===== src/rtl/apb_master_if.sv =====
// Command/response port plus APB bus signals for the single-outstanding APB requester.
// master is the requester view, slave is the completer/command-source view.
interface apb_master_if #(
  parameter int DATAWIDTH = 32,
  parameter int ADDRWIDTH = 8
);
  logic                 cmd_valid;
  logic                 cmd_ready;
  logic                 cmd_write;
  logic [ADDRWIDTH-1:0] cmd_addr;
  logic [DATAWIDTH-1:0] cmd_wdata;
  logic                 rsp_valid;
  logic [DATAWIDTH-1:0] rsp_rdata;
  logic                 rsp_err;
  logic                 PSEL;
  logic                 PENABLE;
  logic                 PWRITE;
  logic [ADDRWIDTH-1:0] PADDR;
  logic [DATAWIDTH-1:0] PWDATA;
  logic [DATAWIDTH-1:0] PRDATA;
  logic                 PREADY;

  modport master (
    input  cmd_valid, cmd_write, cmd_addr, cmd_wdata, PRDATA, PREADY,
    output cmd_ready, rsp_valid, rsp_rdata, rsp_err,
    output PSEL, PENABLE, PWRITE, PADDR, PWDATA
  );

  modport slave (
    output cmd_valid, cmd_write, cmd_addr, cmd_wdata, PRDATA, PREADY,
    input  cmd_ready, rsp_valid, rsp_rdata, rsp_err,
    input  PSEL, PENABLE, PWRITE, PADDR, PWDATA
  );
endinterface


===== src/rtl/apb_master.sv =====
// Single-outstanding APB requester: valid/ready command in, one registered response out.
// A nonzero TIMEOUT bounds the ACCESS wait states and forces an error completion.
//
// state  | meaning
// IDLE   | bus idle, command port ready
// SETUP  | PSEL high, address/control phase
// ACCESS | PSEL and PENABLE high, waiting on PREADY or timeout
module apb_master #(
  parameter int DATAWIDTH = 32,
  parameter int ADDRWIDTH = 8,
  parameter int TIMEOUT   = 16
) (
  input logic          PCLK,
  input logic          PRESETn,
  apb_master_if.master bus
);
  localparam int CW = (TIMEOUT > 0) ? $clog2(TIMEOUT + 1) : 1;

  typedef enum logic [1:0] {
    IDLE   = 2'd0,
    SETUP  = 2'd1,
    ACCESS = 2'd2
  } state_t;

  state_t               state, state_nxt;
  logic [CW-1:0]        wait_cnt, wait_cnt_nxt;
  logic                 accept;
  logic                 done_ok;
  logic                 done_tmo;
  logic [DATAWIDTH-1:0] rdata_nxt;

  always_ff @(posedge PCLK or negedge PRESETn) begin
    if (!PRESETn) begin
      state    <= IDLE;
      wait_cnt <= '0;
    end else begin
      state    <= state_nxt;
      wait_cnt <= wait_cnt_nxt;
    end
  end

  always_comb begin
    state_nxt    = state;
    wait_cnt_nxt = wait_cnt;
    accept       = 1'b0;
    done_ok      = 1'b0;
    done_tmo     = 1'b0;
    rdata_nxt    = '0;
    unique case (state)
      IDLE: begin
        if (bus.cmd_valid && bus.cmd_ready) begin
          accept    = 1'b1;
          state_nxt = SETUP;
        end
      end
      SETUP: begin
        wait_cnt_nxt = '0;
        state_nxt    = ACCESS;
      end
      ACCESS: begin
        // PREADY on the limit edge still counts as a normal completion
        if (bus.PREADY) begin
          done_ok   = 1'b1;
          state_nxt = IDLE;
          if (!bus.PWRITE) rdata_nxt = bus.PRDATA;
        end else if (TIMEOUT != 0 && int'(wait_cnt) + 1 == TIMEOUT) begin
          done_tmo  = 1'b1;
          state_nxt = IDLE;
        end else if (TIMEOUT != 0) begin
          wait_cnt_nxt = wait_cnt + CW'(1);
        end
      end
      default: state_nxt = IDLE;
    endcase
  end

  assign bus.PSEL    = (state != IDLE);
  assign bus.PENABLE = (state == ACCESS);

  // cmd_ready comes from a flop so it stays low during reset and has no PREADY path
  always_ff @(posedge PCLK or negedge PRESETn) begin
    if (!PRESETn) begin
      bus.cmd_ready <= 1'b0;
      bus.PWRITE    <= 1'b0;
      bus.PADDR     <= '0;
      bus.PWDATA    <= '0;
      bus.rsp_valid <= 1'b0;
      bus.rsp_err   <= 1'b0;
      bus.rsp_rdata <= '0;
    end else begin
      bus.cmd_ready <= (state_nxt == IDLE);
      if (accept) begin
        bus.PWRITE <= bus.cmd_write;
        bus.PADDR  <= bus.cmd_addr[ADDRWIDTH-1:0];
        bus.PWDATA <= bus.cmd_wdata;
      end
      bus.rsp_valid <= done_ok | done_tmo;
      bus.rsp_err   <= done_tmo;
      bus.rsp_rdata <= rdata_nxt;
    end
  end
endmodule


===== src/flat_wrapper.sv =====
// flat-port wrapper written by rule: the top's interface ports become plain ports
module apb_master_flat 
#(
  parameter int DATAWIDTH = 32,
  parameter int ADDRWIDTH = 8,
  parameter int TIMEOUT   = 16
)
  (PCLK, PRESETn, bus_cmd_valid, bus_cmd_write, bus_cmd_addr, bus_cmd_wdata, bus_PRDATA, bus_PREADY, bus_cmd_ready, bus_rsp_valid, bus_rsp_rdata, bus_rsp_err, bus_PSEL, bus_PENABLE, bus_PWRITE, bus_PADDR, bus_PWDATA);
  apb_master_if #(.DATAWIDTH(DATAWIDTH), .ADDRWIDTH(ADDRWIDTH)) bus_i ();
  input logic PCLK;
  input logic PRESETn;
  input wire logic [$bits(bus_i.cmd_valid)-1:0] bus_cmd_valid;
  input wire logic [$bits(bus_i.cmd_write)-1:0] bus_cmd_write;
  input wire logic [$bits(bus_i.cmd_addr)-1:0] bus_cmd_addr;
  input wire logic [$bits(bus_i.cmd_wdata)-1:0] bus_cmd_wdata;
  input wire logic [$bits(bus_i.PRDATA)-1:0] bus_PRDATA;
  input wire logic [$bits(bus_i.PREADY)-1:0] bus_PREADY;
  output wire logic [$bits(bus_i.cmd_ready)-1:0] bus_cmd_ready;
  output wire logic [$bits(bus_i.rsp_valid)-1:0] bus_rsp_valid;
  output wire logic [$bits(bus_i.rsp_rdata)-1:0] bus_rsp_rdata;
  output wire logic [$bits(bus_i.rsp_err)-1:0] bus_rsp_err;
  output wire logic [$bits(bus_i.PSEL)-1:0] bus_PSEL;
  output wire logic [$bits(bus_i.PENABLE)-1:0] bus_PENABLE;
  output wire logic [$bits(bus_i.PWRITE)-1:0] bus_PWRITE;
  output wire logic [$bits(bus_i.PADDR)-1:0] bus_PADDR;
  output wire logic [$bits(bus_i.PWDATA)-1:0] bus_PWDATA;
  assign bus_i.cmd_valid = bus_cmd_valid;
  assign bus_i.cmd_write = bus_cmd_write;
  assign bus_i.cmd_addr = bus_cmd_addr;
  assign bus_i.cmd_wdata = bus_cmd_wdata;
  assign bus_i.PRDATA = bus_PRDATA;
  assign bus_i.PREADY = bus_PREADY;
  assign bus_cmd_ready = bus_i.cmd_ready;
  assign bus_rsp_valid = bus_i.rsp_valid;
  assign bus_rsp_rdata = bus_i.rsp_rdata;
  assign bus_rsp_err = bus_i.rsp_err;
  assign bus_PSEL = bus_i.PSEL;
  assign bus_PENABLE = bus_i.PENABLE;
  assign bus_PWRITE = bus_i.PWRITE;
  assign bus_PADDR = bus_i.PADDR;
  assign bus_PWDATA = bus_i.PWDATA;
  apb_master #(.DATAWIDTH(DATAWIDTH), .ADDRWIDTH(ADDRWIDTH), .TIMEOUT(TIMEOUT)) u_core (.PCLK(PCLK), .PRESETn(PRESETn), .bus(bus_i));
endmodule

===== config.mk =====
export PLATFORM = sky130hd
export DESIGN_NAME = apb_master_flat
export DESIGN_NICKNAME = d
export VERILOG_FILES = /design/src/rtl/apb_master_if.sv /design/src/rtl/apb_master.sv /design/src/flat_wrapper.sv
export SDC_FILE = /design/constraint.sdc
export NUM_CORES = 1
export LEC_CHECK = 0
export BUFFER_PORTS_ARGS = -buffer_cell sky130_fd_sc_hd__buf_2
export CORE_MARGIN = 3
export CORE_UTILIZATION = 48
export CTS_BUF_LIST = sky130_fd_sc_hd__clkbuf_8
export CTS_CLUSTER_DIAMETER = 100
export DETAILED_ROUTE_END_ITERATION = 8
export PLACE_DENSITY_LB_ADDON = 0.25
export SETUP_SLACK_MARGIN = 0.05
export SYNTH_ARGS = -nofsm -noshare
export SYNTH_HDL_FRONTEND = slang
export SYNTH_SLANG_ARGS = --single-unit

===== constraint.sdc =====
create_clock -name PCLK -period 1.8 [get_ports PCLK]
set_input_delay 0.45 -clock PCLK [delete_from_list [all_inputs] [get_ports PCLK]]
set_output_delay 0.45 -clock PCLK [all_outputs]
set_load 0.005 [all_outputs]

==> impl_results.md <==
- Critical path endpoint category: primary output
- Slowest cell on crit path: dfrtp_1
- Vias in the first global route: 2123
- Initial DRC Count: 60
- Yosys top cell by area: dfrtp_1
- Fmax: 0.598 GHz
- RR Startpoint: u_core.state[0]
- H-tree depth: 3
- HP Class: in -> async
- Sw power: 1810 uW
- IO buf count: 154
- Worst reg2reg setup slack: 190 ps
- Critical path, cell by cell: buf_4 -> nand2b_4 -> inv_4 -> buf_2
- Commonest cells in the netlist: dfrtp_1 (83), mux2_4 (38), and2_1 (33)
- Status: complete, no violations
- Critical path fanouts, max: 10
- GR Overflow Total: 0
- Post-synth EDFFs: 0
- GRT Util Overall: 17.0%
- I/O pin count: 155
- Synth warnings: 0
- Combinational share of power: 34.9%
- Crit. Startpoint: u_core.state[0]
- Slew Viols, Final: 0
- CP peak stage delay: 380 ps
- Fin. Hold Viols: 0
- Clk sinks: 83
- Antenna viol nets, final: 0
- WS Path Type: reg -> out
- Layout Utilization: 67.7%
- Worst slew pin tran: 357 ps
- CTS tree: yes
- Mapped Area: 3320 sq um
- Worst vdd ir: 0.645 mV
- DRC: 0
- Hold-fix buffers, CTS: 0
- Req. time, crit path: 1350 ps
- Initial antenna violation count: 1
- Synthesis-stage register bit count: 83
- Hold_ws: 16.9 ps
- Count of different cell masters after synthesis: 35
- Max-capacitance violation count: 0
- ANT cells: 0
- P_int: 4810 uW
- Most frequent cell after synthesis: dfrtp_1
- CP arrival: 1220 ps
- Worst-path clk slew: 80 ps
- Top cells by area, synth: dfrtp_1 (63%), mux2_4 (17%), and2_1 (6.2%)
- Clk root buf: clkbuf_8
- Register area share after synthesis: 62.6%
- Die ar.: 7950 sq um
- Reg-to-reg endpoint: u_core.bus.PWDATA[28]
- R2R depth: 4
- Fin crit period: 1670 ps
- Clk_lat worst skew: 340 ps
- Slew HR: 76.2%
- Asr flop ratio synth: 100%
- CTS buffer count: 9
- CORE AREA: 6530 sq um
- Clock Skew: 8.15 ps
- RSZ-0062 raised after global routing: no
- Clock power frac: 23.4%
- DRT Pass-1 Iters: 4
- Area delta synth->final: 33.2%
- Std-Cell Rows: 29
- Routed vias: 2236
- Share of cells above drive strength 1: 59.5%
- Main synth FF type: dfrtp_1
- Fin nets: 458
- Clock Tree Buf Depth: 2
- Leak: 0.00242 uW
- Largest net degree at the start of global routing: 36
- Pwr Density: 1500 nW/um^2
- Gpl congestion: 0.792
- Sw frac: 27.4%
- Setup violators final: 0
- Synth top area share: 62.6%
- Global-route wire length before repair: 10100 microns
- DRT Wirelength: 6730 microns
- Synth Instances: 215
- Vias per std cell: 4.84
- Post-Syn Area per Cell: 15.4 sq um
- Starting Density: 50.8%
- Sequential power share: 41.7%
- Routed len/inst: 14.6 microns
- DP HPWL: 5050 microns
- Worst setup SP type: flip-flop
- CP endpoint: bus_PENABLE
- Die height: 89.1 microns
- Setup TNS: 0 ps
- Syn nets: 293
- Total Power: 6630 uW
- Chip Width: 89.1 microns
- Crit share post-route: 92.9%
==> power groups by stage <==
stage          Sequential, uW  Clock [uW]  Combinational [uW]
2_1_floorplan            2830           0                1440
3_3_place_gp             2800           0                2260
3_5_place_dp             2800           0                2320
4_1_cts                  2770        1610                2330
5_1_grt                  2840        1700                2530
6_report                 2760        1550                2310
==> how the worst min path moves through the flow <==
| stage | start | endpoint | slack (ps) | cells after the start |
|---|---|---|---|---|
| final | PRESETn | u_core.bus.PWDATA[24] | 20 | 1 |
| after global routing | PRESETn | u_core.bus.PWDATA[11] | 20 | 1 |
| after CTS | PRESETn | u_core.bus.PWDATA[24] | 9 | 1 |
| after detailed placement | PRESETn | u_core.bus.PWDATA[24] | 390 | 1 |
| after global placement | PRESETn | u_core.bus.PWDATA[25] | 380 | 1 |
| after floorplan | PRESETn | u_core.bus.PADDR[0] | 150 | 0 |
==> kinds of logic (layout without fill, tap and decap cells) <==
| logic type | after synthesis | after routing | share of synthesized area [%] |
|---|---|---|---|
| buffers and inverters | 13 | 183 | 3.70 |
| adder cells (fa/ha/maj) | 1 | 1 | 0.377 |
| flip-flops | 83 | 83 | 62.6 |
| AO/OA/AOI/OAI | 16 | 16 | 3.39 |
| multiplexers | 43 | 43 | 18.9 |
| AND/OR/NAND/NOR | 59 | 59 | 11.1 |
==> state kept, by name, summed over array words and instances (netlist names) <==
register	count
u_core.bus.PWDATA	32
u_core.bus.rsp_rdata	32
u_core.bus.PADDR	8
u_core.wait_cnt	5
u_core.state	2
u_core.bus.PWRITE	1
u_core.bus.cmd_ready	1
u_core.bus.rsp_err	1
u_core.bus.rsp_valid	1
==> per-stage QoR <==
stage / instance area [sq um] / setup WS (ps) / cells
6_report: 4420 / 129 / 462
5_1_grt: 4420 / 61.4 / 462
4_1_cts: 4410 / 65.3 / 461
3_5_place_dp: 4170 / 195 / 445
3_3_place_gp: 4170 / 222 / 445
2_1_floorplan: 3320 / 268 / 215
==> metal layers <==
| metal | GRT usage [%] | vias to the layer above | share of wire [%] |
|---|---|---|---|
| met5 | 0 | - | 0.19 |
| met4 | 7.71 | 2 | 1.5 |
| met3 | 9.22 | 10 | 15 |
| met2 | 23.1 | 134 | 41 |
| met1 | 22.3 | 1034 | 42 |
| li1 | - | 1056 | - |
==> cell type report <==
type / count / area, sq um
Clock inverter: 7 / 116
Fill cell: 480 / 2110
Multi-Input combinational cell: 119 / 1120
Sequential cell: 83 / 2080
Inverter: 3 / 13.8
Tap cell: 77 / 96.3
Clock buffer: 9 / 124
Timing Repair Buffer: 164 / 873
==> worst max-delay path, delay by kind of cell, from the launching register on <==
kind / cells / cell delay (ps)
DFF: 1 / 380
buffers and inverters: 3 / 350
and+or+nand+nor: 1 / 170
==> timing repair <==
item,CTS,global route
pin swaps,0,0
endpoints found under the setup margin,1,1
resized for setup,1,1
buffers inserted,0,1
==> placed cells by master, fill, tap and decap left out <==
| cell type | synthesis | final |
|---|---|---|
| a211o_1 | 1 | 1 |
| a211oi_1 | 2 | 2 |
| a21boi_0 | 1 | 1 |
| a21o_1 | 2 | 2 |
| a21oi_1 | 3 | 3 |
| a21oi_2 | 1 | 1 |
| a31oi_1 | 1 | 1 |
| and2_1 | 33 | 33 |
| and2b_1 | 1 | 1 |
| buf_12 | 4 | 2 |
| buf_2 | 1 | 153 |
| buf_4 | 0 | 9 |
| bufinv_16 | 0 | 3 |
| clkbuf_8 | 0 | 9 |
| clkinv_2 | 0 | 2 |
| clkinv_4 | 0 | 1 |
| clkinvlp_4 | 0 | 1 |
| dfrtp_1 | 83 | 83 |
| ha_1 | 1 | 1 |
| inv_1 | 3 | 2 |
| inv_4 | 0 | 1 |
| mux2_2 | 4 | 4 |
| mux2_4 | 38 | 38 |
| mux2i_1 | 1 | 1 |
| nand2_1 | 9 | 9 |
| nand2b_1 | 1 | 1 |
| nand2b_4 | 1 | 1 |
| nand3_1 | 1 | 1 |
| nor2_1 | 3 | 3 |
| nor2_8 | 1 | 1 |
| nor2b_1 | 3 | 3 |
| nor3_1 | 2 | 2 |
| nor3b_2 | 1 | 1 |
| o211ai_1 | 2 | 2 |
| o21ai_0 | 1 | 1 |
| o31ai_1 | 1 | 1 |
| o32ai_1 | 1 | 1 |
| or2_2 | 1 | 1 |
| or2_4 | 1 | 1 |
| or4_1 | 1 | 1 |
Power figures use the tool's default switching activity.
